$ cat src/rtl/i2c_master.sv
// I2C master bit engine: issues START, STOP, byte WRITE and byte READ on an
// open-drain bus, one command at a time, with SCL clock stretching.
// Ports:
//   clk, res         - system clock, synchronous active-high reset
//   cmd_wr, cmd      - command strobe and code (1 START 2 STOP 3 WRITE
//                      4 READ_ACK 5 READ_NACK)
//   wr_data          - byte to send on WRITE
//   scl_in, sda_in   - bus pin levels
//   scl_oe, sda_oe   - 1 pulls the line low, 0 releases it
//   rd_data, nack    - last byte read, ACK bit seen on last WRITE
//   busy, done       - command in progress, one-cycle completion pulse
module i2c_master #(
   parameter int CLK_DIV = 125
) (
   input  logic       clk,
   input  logic       res,
   input  logic       cmd_wr,
   input  logic [2:0] cmd,
   input  logic [7:0] wr_data,
   input  logic       scl_in,
   input  logic       sda_in,
   output logic       scl_oe,
   output logic       sda_oe,
   output logic [7:0] rd_data,
   output logic       nack,
   output logic       busy,
   output logic       done
);

   localparam int CW = $clog2(CLK_DIV + 1);

   typedef enum logic [1:0] {IDLE, START, STOP, DATA} state_t;

   state_t     state;
   logic [CW-1:0] cnt;
   logic [1:0] phase;
   logic [3:0] bit_cnt;
   logic [7:0] data_q;
   logic       rd_q;
   logic       ack_q;
   logic [7:0] shift_q;

   logic cmd_ok;
   logic stall;
   logic ph_end;
   logic last_bit;

   assign cmd_ok   = (cmd >= 3'd1) && (cmd <= 3'd5);
   // The slave may hold SCL low while we have released it in P1.
   assign stall    = (phase == 2'd1) && !scl_oe && !scl_in;
   assign ph_end   = (cnt == CW'(CLK_DIV - 1)) && !stall;
   assign last_bit = (state != DATA) || (bit_cnt == 4'd8);

   // Bus levels {scl_oe, sda_oe} for a given state, phase and bit.
   function automatic logic [1:0] bus_oe(
      input state_t     st,
      input logic [1:0] ph,
      input logic [3:0] b,
      input logic [7:0] d,
      input logic       rd,
      input logic       ack,
      input logic       scl_cur
   );
      logic s;
      logic [1:0] r;
      r = 2'b00;
      if (b == 4'd8) s = rd & ack;
      else           s = rd ? 1'b0 : ~d[3'(4'd7 - b)];
      unique case (st)
         START: begin
            unique case (ph)
               2'd0:    r = {scl_cur, 1'b0};
               2'd1:    r = 2'b00;
               2'd2:    r = 2'b01;
               default: r = 2'b11;
            endcase
         end
         STOP: begin
            unique case (ph)
               2'd0:    r = 2'b11;
               2'd1:    r = 2'b01;
               default: r = 2'b00;
            endcase
         end
         DATA: r = {(ph == 2'd0) || (ph == 2'd3), s};
         default: r = 2'b00;
      endcase
      return r;
   endfunction

   always_ff @(posedge clk) begin
      if (res) begin
         state   <= IDLE;
         cnt     <= '0;
         phase   <= 2'd0;
         bit_cnt <= 4'd0;
         data_q  <= 8'h00;
         rd_q    <= 1'b0;
         ack_q   <= 1'b0;
         shift_q <= 8'h00;
         scl_oe  <= 1'b0;
         sda_oe  <= 1'b0;
         rd_data <= 8'h00;
         nack    <= 1'b0;
         busy    <= 1'b0;
         done    <= 1'b0;
      end else begin
         done <= 1'b0;
         if (state == IDLE) begin
            cnt     <= '0;
            phase   <= 2'd0;
            bit_cnt <= 4'd0;
            if (cmd_wr && cmd_ok) begin
               state  <= (cmd == 3'd1) ? START :
                         (cmd == 3'd2) ? STOP : DATA;
               busy   <= 1'b1;
               data_q <= wr_data;
               rd_q   <= cmd[2];
               ack_q  <= (cmd == 3'd4);
               {scl_oe, sda_oe} <= bus_oe(
                  (cmd == 3'd1) ? START :
                  (cmd == 3'd2) ? STOP : DATA,
                  2'd0, 4'd0, wr_data, cmd[2],
                  cmd == 3'd4, scl_oe);
            end
         end else if (ph_end) begin
            cnt <= '0;
            if (state == DATA && phase == 2'd1) begin
               if (rd_q && bit_cnt != 4'd8)
                  shift_q <= {shift_q[6:0], sda_in};
               if (!rd_q && bit_cnt == 4'd8)
                  nack <= sda_in;
            end
            if (phase == 2'd3) begin
               if (last_bit) begin
                  state <= IDLE;
                  busy  <= 1'b0;
                  done  <= 1'b1;
                  if (state == DATA && rd_q)
                     rd_data <= shift_q;
               end else begin
                  phase   <= 2'd0;
                  bit_cnt <= bit_cnt + 4'd1;
                  {scl_oe, sda_oe} <= bus_oe(state, 2'd0,
                     bit_cnt + 4'd1, data_q, rd_q, ack_q, scl_oe);
               end
            end else begin
               phase <= phase + 2'd1;
               {scl_oe, sda_oe} <= bus_oe(state, phase + 2'd1,
                  bit_cnt, data_q, rd_q, ack_q, scl_oe);
            end
         end else if (!stall) begin
            cnt <= cnt + CW'(1);
         end
      end
   end

endmodule
$ cat config.mk
export PLATFORM = sky130hd
export DESIGN_NAME = i2c_master
export DESIGN_NICKNAME = d
export VERILOG_FILES = /design/src/rtl/i2c_master.sv
export SDC_FILE = /design/constraint.sdc
export NUM_CORES = 1
export LEC_CHECK = 0
export ABC_AREA = 0
export CORE_UTILIZATION = 45
export CTS_CLUSTER_SIZE = 20
export DETAILED_ROUTE_END_ITERATION = 10
export GPL_ROUTABILITY_DRIVEN = 0
export GPL_TIMING_DRIVEN = 0
export PLACE_DENSITY = 0.67
export SLEW_MARGIN = 20
export SYNTH_ARGS = -nofsm -noshare
export SYNTH_HDL_FRONTEND = slang
export SYNTH_SLANG_ARGS = --single-unit
$ cat constraint.sdc
create_clock -name clk -period 2.8 [get_ports clk]
set_input_delay 0.28 -clock clk [delete_from_list [all_inputs] [get_ports clk]]
set_output_delay 0.28 -clock clk [all_outputs]
set_load 0.01 [all_outputs]
==> results.md, run 1 <==
* Critical-path maximum fanout at 8
* Setup Viol. Count Final at 0
* Synth Area in Simple Gates at 0.2134
* Compound-cell area share of the yosys netlist at 0.09330
* Nets at 309
* CTS tree: yes
* Die area at 5477 um2
* Worst-path clk slew at 90 ps
* Antenna violations before repair at 0
* Arrival time at the worst endpoint at 2680 ps
* Synthesis-to-finish area growth at 19.46%
* Post-Synth XOR/XNOR Area at 0.04129
* # DRC at 0
* Largest net degree at the start of global routing at 15
* Placed insts at 345
* Slew @ Worst Pin at 781.0 ps
* Syn Inst Count at 252
* Drt first-iter violations at 63
* First-pass GRT wire length at 7721 um
* Most frequent cells in the layout: dfxtp_1, nor2_1, mux2i_1, clkdlybuf4s50_1, nand2_1
* Hold Path Class: in -> reg
* Mapped Area at 2333 um2
* Pwr dens at 485.8 nW/um2
* Synth area leaders: dfxtp_1, mux2i_1, nor2_1, ha_1, mux4_2
* Final setup skew at 4.128 ps
* CTS root buffer: clkbuf_8
* Routed len/inst at 12.82 um
* Post-route antenna net violation count at 0
* Status: complete, no violations
* Avg Inst Size Synth at 9.260 um2
* Reg2Reg Depth at 7
* RSZ-0062 raised after global routing: false
* Multi-input combinational cell area at 1303 um2
* Commonest non-fill, non-tap cell in the layout: dfxtp_1
* Io pins at 29
* Final hold vios at 0
* Clock latency on the worst-skew pair at 300 ps
* Final HPWL DP at 3311 um
* Fmax at 0.3991 GHz
* Overflow after GRT at 0
* Yosys top cell area share at 0.3946
* Lkg Pwr at 1.039 nW
* Syn Nets at 276
* Startpoint Class: flop
* RR Endpoint: rd_data[7]$_SDFFE_PP0P_
* Largest family of logic cells by synthesized area: simple AND/OR/NAND/NOR gates
* Final hold slack at 319.7 ps
* Setup slack after layout at 294.2 ps
* Initial core utilization at 0.4813
* H-Tree Depth at 2
* #FFs+latches synth at 46
* Hold path startpoint: cmd[2]
* Total GRT Usage at 0.1859
* Post-CTS setup buffer count at 0
* Routed wire length at 4525 um
* Final-layout fill cell count at 465
* Flop-to-flop setup slack at 290 ps
* Non-Filler Instances at 353
* Hold-fix buffers, CTS at 0
* Area leader, netlist: dfxtp_1
* CP Capture Point: rd_data[7]$_SDFFE_PP0P_
* Adder-Cell Fraction of Synth Area at 0.04290
* Post-CTS sizing at 0
* CP endpoint kind: flop
* Distinct cells, synth at 46
* Clock buffer count from CTS at 5
* Core ar. at 4848 um2
* Drt via density at 5.091
* CP Data Required Time at 2980 ps
* Most used flip-flop cell after synthesis: dfxtp_1
* Crit path kind: reg -> reg
* Seq/Total Area, Yosys at 0.3946
* Tmin final at 2506 ps
* Die width at 74.01 um
* Register area at 920.9 um2
* Synth warnings at 0
* Max-slew violations at 0
* Relative slew slack at 0.4754
* Clock sink total at 46
* CP startpoint: phase[1]$_SDFFE_PP0P_
* Mux contribution to synthesized area at 0.1673
* CTS max path bufs at 2
* Placement Setup Slack at 291.0 ps
* Num rows at 25
* FFs w/ async S/R, synth at 0
* Post-synth EDFFs at 0
* I/O Buffers at 26
* Die Y-Extent at 74.01 um
* Total number of vias at 1,797
* Number of diodes at 0
* Share of layout cells above drive strength 1 at 0.07343
* Setup TNS at 0 ps
* Max-Cap Viols at 0
* Max IR drop VDD at 0.3193 mV
* Vias in the first global route at 1,628
* Crit share post-route at 0.8949
* Drt pass-1 iters at 4
* Fin util at 0.5750
* Reg2reg start: phase[1]$_SDFFE_PP0P_
==> final cells by class <==
cell class                      count  share of cell area
Tap cell                           67             0.03007
Clock inverter                      2             0.01347
Sequential cell                    46              0.3303
Buffer                             14             0.02738
Inverter                            9             0.01212
Clock buffer                        6             0.02603
Multi-Input combinational cell    183              0.4672
Timing Repair Buffer               26             0.09336
==> through the flow <==
stage | cell area [um2] | total power [mW]
floorplan | 2333 | 0.8155
global placement | 2678 | 0.8701
detailed placement | 2678 | 0.8729
CTS | 2788 | 1.369
global route | 2788 | 1.418
finish | 2788 | 1.354
==> metal layers <==
layer	vias to the layer above	track usage	share of wire
li1	938	-	-
met1	827	0.2667	0.52
met2	28	0.2707	0.43
met3	4	0.05556	0.041
met4	0	0.05128	0.0086
met5	-	0	0
==> critical path: stages, from the launching register on <==
cell and delay, ps:
dfxtp_1 380, inv_1 80, ha_1 240, or3b_1 250
nand4_1 350, nor4_4 770, mux2i_1 260, nor2_1 50
==> registers in the layout (all words and copies together) (netlist names), 2 cells and up <==
register  flops
shift_q       8
phase         2
cnt           7
rd_data       8
state         2
data_q        8
bit_cnt       4
==> synthesized netlist by cell type (2+ instances only) <==
master / count
a211oi_1: 2
a21boi_0: 2
a21oi_1: 11
and2_1: 3
and3_1: 2
and3b_1: 2
buf_6: 3
clkbuf_1: 9
dfxtp_1: 46
ha_1: 8
inv_1: 9
mux2i_1: 30
mux4_2: 4
nand2_1: 12
nand2b_1: 4
nand3_1: 7
nand4_1: 3
nor2_1: 45
nor3_1: 5
nor3b_1: 3
nor4_1: 2
o21ai_0: 6
o221ai_1: 2
xnor2_1: 5
xor2_1: 6
==> power by group <==
part           internal [mW]  leakage [nW]  switching [mW]
sequential             0.673         0.372          0.0159
clock                  0.266        0.0514           0.230
combinational         0.0825         0.615          0.0864
==> worst min path at each step <==
stage	end	depth (start not counted)
4_1_cts	ack_q$_SDFFE_PP0P_	3
3_3_place_gp	cnt[5]$_SDFFE_PP0N_	2
3_5_place_dp	busy$_SDFFE_PP0P_	1
6_report	ack_q$_SDFFE_PP0P_	3
2_1_floorplan	nack$_SDFFE_PP0P_	2
5_1_grt	ack_q$_SDFFE_PP0P_	3
==> cell families after synthesis <==
group,Yosys count
XOR/XNOR,11
adder cells (fa/ha/maj),8
flip-flops,46
buffers and inverters,23
AND/OR/NAND/NOR,98
AO/OA/AOI/OAI,32
multiplexers,34
(Power assumes the default switching activity.)
==> run 2, diff against run 1 <==
--- a/config.mk
+++ b/config.mk
@@ -10,7 +10,7 @@
 export CTS_CLUSTER_SIZE = 20
 export DETAILED_ROUTE_END_ITERATION = 10
 export GPL_ROUTABILITY_DRIVEN = 0
-export GPL_TIMING_DRIVEN = 0
+export GPL_TIMING_DRIVEN = 1
 export PLACE_DENSITY = 0.67
 export SLEW_MARGIN = 20
 export SYNTH_ARGS = -nofsm -noshare
==> run 2 against run 1 <==
- worst hold slack gained 180 ps
- count of clock-buffer cells in the layout is the same
- power shrank 1.2%
- first-iteration DRC count shrank 16%
==> results.md, run 2 (same netlist as run 1, synthesis figures left out) <==
* Pwr dens at 484.4 nW/um2
* Most frequent cells in the layout: dfxtp_1, nor2_1, mux2i_1, clkdlybuf4s50_1, nand2_1
* Lkg Pwr at 1.032 nW
* Core ar. at 4848 um2
* Startpoint Class: flop
* Initial core utilization at 0.4813
* CTS max path bufs at 2
* Top Registers: data_q: 8 flops, rd_data: 8 flops, shift_q: 8 flops
* Final setup skew at 6.453 ps
* # DRC at 0
* Max-Cap Viols at 0
* Final-layout fill cell count at 447
* Post-CTS sizing at 0
* Hold-fix buffers, CTS at 0
* Max-slew violations at 0
* Tmin final at 2226 ps
* Clock sink total at 46
* Routed len/inst at 12.83 um
* Total number of vias at 1,797
* Slew @ Worst Pin at 563.9 ps
* Crit path kind: reg -> reg
* Post-route antenna net violation count at 0
* Hold Path Class: reg -> reg
* Post-CTS setup buffer count at 0
* Arrival time at the worst endpoint at 2400 ps
* Status: complete, no violations
* CTS tree: yes
* CTS root buffer: clkbuf_8
* Setup Viol. Count Final at 0
* Crit share post-route at 0.7949
* Worst-path clk slew at 90 ps
* CP Data Required Time at 2970 ps
* Clock latency on the worst-skew pair at 290 ps
* Critical-path maximum fanout at 8
* Synthesis-to-finish area growth at 18.34%
* Final Cell Area at 2761 um2
* Non-Filler Instances at 345
* Final HPWL DP at 3200 um
* Largest net degree at the start of global routing at 34
* Final hold vios at 0
* Num rows at 25
* Fin util at 0.5695
* Register area at 920.9 um2
* Drt first-iter violations at 53
* Number of diodes at 0
* I/O Buffers at 28
* Fmax at 0.4493 GHz
* Nets at 301
* Placed insts at 337
* Routed wire length at 4425 um
* Placement Setup Slack at 555.8 ps
* Multi-input combinational cell area at 1303 um2
* Share of layout cells above drive strength 1 at 0.07554
* Setup slack after layout at 574.2 ps
* Relative slew slack at 0.6216
* Overflow after GRT at 0
* Placed Instance Area at 2651 um2
* RSZ-0062 raised after global routing: false
* Io pins at 29
* Setup TNS at 0 ps
* H-Tree Depth at 2
* Drt pass-1 iters at 4
* Die width at 74.01 um
* Drt via density at 5.209
* First-pass GRT wire length at 7424 um
* Total GRT Usage at 0.1765
* Die area at 5477 um2
* Clock buffer count from CTS at 5
* Die Y-Extent at 74.01 um
* Commonest non-fill, non-tap cell in the layout: dfxtp_1
* Max IR drop VDD at 0.2681 mV
* Vias in the first global route at 1,655
* Antenna violations before repair at 0
* CP endpoint kind: flop
run 2: changes by cell type in the layout (fill, tap and decap cells not counted), sizes merged:
cell           previous run  this run
buf                       5         4
clkbuf                   15         6
clkdlybuf4s50            26        28
run 2: metrics by stage:
stage               power (mW)  hold slack [ps]
floorplan               0.8155            423.9
global placement        0.8650            473.9
finish                   1.338            495.0
CTS                      1.357            499.0
global route             1.400            515.1
detailed placement      0.8670            483.0
run 2: power breakdown:
part / internal (mW) / leakage [nW] / switching, mW
logic: 0.0787 / 0.608 / 0.0768
registers: 0.673 / 0.372 / 0.0230
clock network: 0.266 / 0.0514 / 0.220
run 2: cell type report:
| cell class | count | share of cell area |
|---|---|---|
| multi-input combinational | 183 | 0.4717 |
| clock buffer | 6 | 0.02628 |
| tap | 67 | 0.03036 |
| timing repair buffer | 32 | 0.1124 |
| inverter | 9 | 0.01223 |
| sequential | 46 | 0.3335 |
| clock inverter | 2 | 0.01359 |
run 2: layer usage:
layer  track usage  vias to the layer above  share of wire
li1              -                      926              -
met1        0.2460                      824           0.51
met2        0.2747                       42           0.43
met3       0.03794                        5          0.050
met4       0.05342                        0          0.012
met5             0                        -              0
run 2: worst max-delay path: stages (launching register included):
cell,delay [ps]
dfxtp_1,390
inv_1,80
ha_1,230
or3b_1,240
nand4_1,350
nor4_4,310
buf_4,250
mux2i_1,200
nor2_1,50
run 2: worst paths after layout:
path	startpoint	endpoint	depth (start not counted)	slack, ps
worst min register to register	cnt[1]$_SDFFE_PP0N_	cnt[1]$_SDFFE_PP0N_	2	500
worst max-delay path	phase[1]$_SDFFE_PP0P_	rd_data[6]$_SDFFE_PP0P_	8	570
worst max register to register	phase[1]$_SDFFE_PP0P_	rd_data[6]$_SDFFE_PP0P_	8	570
worst min-delay path	cnt[1]$_SDFFE_PP0N_	cnt[1]$_SDFFE_PP0N_	2	500
==> run 3, diff against run 2 <==
==> constraint.sdc (replaced) <==
create_clock -name clk -period 2.3 [get_ports clk]
set_input_delay 0.23 -clock clk [delete_from_list [all_inputs] [get_ports clk]]
set_output_delay 0.23 -clock clk [all_outputs]
set_load 0.01 [all_outputs]
==> run 3 against run 2 <==
- maximum frequency grew 9.4%
- sequential power grew 22%
- clock skew grew 2.2 ps
- via count shrank 0.28%
- register-to-register slack lost 310 ps
- combinational power grew 24%
- count of clock-buffer cells in the layout shrank 1
- core utilization grew 0.46 points
- critical path type unchanged
- critical endpoint is now scl_oe$_SDFFE_PP0P_
==> results.md, run 3 (same netlist as run 1, synthesis figures left out) <==
* Status: complete, no violations
* Arrival time at the worst endpoint at 2220 ps
* Hold Path Class: reg -> reg
* Reg power frac at 0.549
* Clock buffer count from CTS at 5
* Routed wire length at 4326 um
* Top Registers: data_q: 8 flops, rd_data: 8 flops, shift_q: 8 flops
* Placed Instance Area at 2681 um2
* Clock sink total at 46
* Final hold vios at 0
* Comb pwr share at 0.125
* Max-Cap Viols at 0
* Overflow after GRT at 0
* RR Endpoint: scl_oe$_SDFFE_PP0P_
* # DRC at 0
* Clock power frac at 0.325
* Flop-to-flop setup slack at 270 ps
* Die Y-Extent at 74.01 um
* Reg2reg start: phase[0]$_SDFFE_PP0P_
* Core ar. at 4848 um2
* Relative slew slack at 0.7047
* CTS root buffer: clkbuf_8
* Worst-path clk slew at 80 ps
* Placed insts at 341
* Pwr dens at 553.4 nW/um2
* Max IR drop VDD at 0.4314 mV
* Tot Pwr at 1.541 mW
* Drt via density at 5.135
* Internal at 1.135 mW
* Initial core utilization at 0.4813
* Num rows at 25
* Die area at 5477 um2
* Number of diodes at 0
* CP Data Required Time at 2480 ps
* CP startpoint: phase[0]$_SDFFE_PP0P_
* Die width at 74.01 um
* Final Cell Area at 2784 um2
* CTS max path bufs at 2
* Vias in the first global route at 1,578
* Max-slew violations at 0
* Most frequent cells in the layout: dfxtp_1, nor2_1, mux2i_1, clkdlybuf4s50_1, nand2_1
* Lkg Pwr at 1.047 nW
* Hold-fix buffers, CTS at 0
* Slew @ Worst Pin at 443.0 ps
* Total number of vias at 1,792
* Final-layout fill cell count at 446
* Switching share of power at 0.2631
* Critical-path maximum fanout at 7
* Final setup skew at 8.679 ps
* Share of layout cells above drive strength 1 at 0.09574
* CP endpoint kind: flop
* Largest net degree at the start of global routing at 34
* Clock latency on the worst-skew pair at 300 ps
* First-pass GRT wire length at 7238 um
* Antenna violations before repair at 0
* I/O Buffers at 28
* H-Tree Depth at 2
* Fmax at 0.4916 GHz
* Hold path cells at 1
* Post-route antenna net violation count at 0
* Startpoint Class: flop
* Placement Setup Slack at 122.1 ps
* Setup slack after layout at 265.9 ps
* Non-Filler Instances at 349
* Nets at 305
* Io pins at 29
* Hold Path End: busy$_SDFFE_PP0P_
* Final HPWL DP at 3137 um
* Hold path startpoint: busy$_SDFFE_PP0P_
* Final hold slack at 488.3 ps
* Commonest non-fill, non-tap cell in the layout: dfxtp_1
* Tmin final at 2034 ps
* Drt pass-1 iters at 4
* Drt first-iter violations at 38
* Setup TNS at 0 ps
* Setup Viol. Count Final at 0
* Reg2Reg Depth at 6
* Crit share post-route at 0.8844
* Crit path kind: reg -> reg
* Routed len/inst at 12.40 um
* Fin util at 0.5742
* Synthesis-to-finish area growth at 19.30%
* Total GRT Usage at 0.1717
* Psw at 405.3 uW
* CTS tree: yes
* RSZ-0062 raised after global routing: false
run 3: worst max-delay path, stage by stage, from the launching register on:
cell and delay (ps):
dfxtp_1 440, ha_1 200, or3b_1 410, and4_2 320, a21boi_0 260, mux2i_1 230, nor2_1 50
run 3: layer usage:
metal | global-route usage | up-vias | wire length [um]
li1 | - | 935 | -
met1 | 0.2428 | 823 | 2299
met2 | 0.2636 | 29 | 1860
met3 | 0.03659 | 5 | 130
met4 | 0.05128 | 0 | 35
met5 | 0 | - | 0
run 3: power groups by stage:
stage          clock network [mW]  logic [mW]  registers (mW)
2_1_floorplan                   0       0.139           0.854
3_3_place_gp                    0       0.192           0.865
3_5_place_dp                    0       0.192           0.865
4_1_cts                     0.522       0.193           0.846
5_1_grt                     0.558       0.213           0.851
6_report                    0.501       0.193           0.846
run 3: worst max path at each step:
stage,to,slack [ps],depth (start not counted)
6_report,scl_oe$_SDFFE_PP0P_,270,6
5_1_grt,state[0]$_SDFFE_PP0P_,100,7
3_5_place_dp,state[0]$_SDFFE_PP0P_,120,6
4_1_cts,shift_q[6]$_SDFFE_PP0P_,200,7
3_3_place_gp,state[0]$_SDFFE_PP0P_,150,6
2_1_floorplan,rd_data[0]$_SDFFE_PP0P_,200,7
run 3: cell type report:
class | count | area (um2) | area share
clock buffer | 5 | 68.82 | 0.02472
inverter | 9 | 33.78 | 0.01213
clock inverter | 3 | 23.77 | 0.008539
timing repair buffer | 36 | 340.3 | 0.1222
multi-input combinational | 183 | 1313 | 0.4715
tap | 67 | 83.83 | 0.03011
sequential | 46 | 920.9 | 0.3308
run 3: repair_timing:
action / CTS / global route
gates resized for setup: 0 / 2
buffers inserted: 0 / 0
endpoints found under the setup margin: 0 / 8
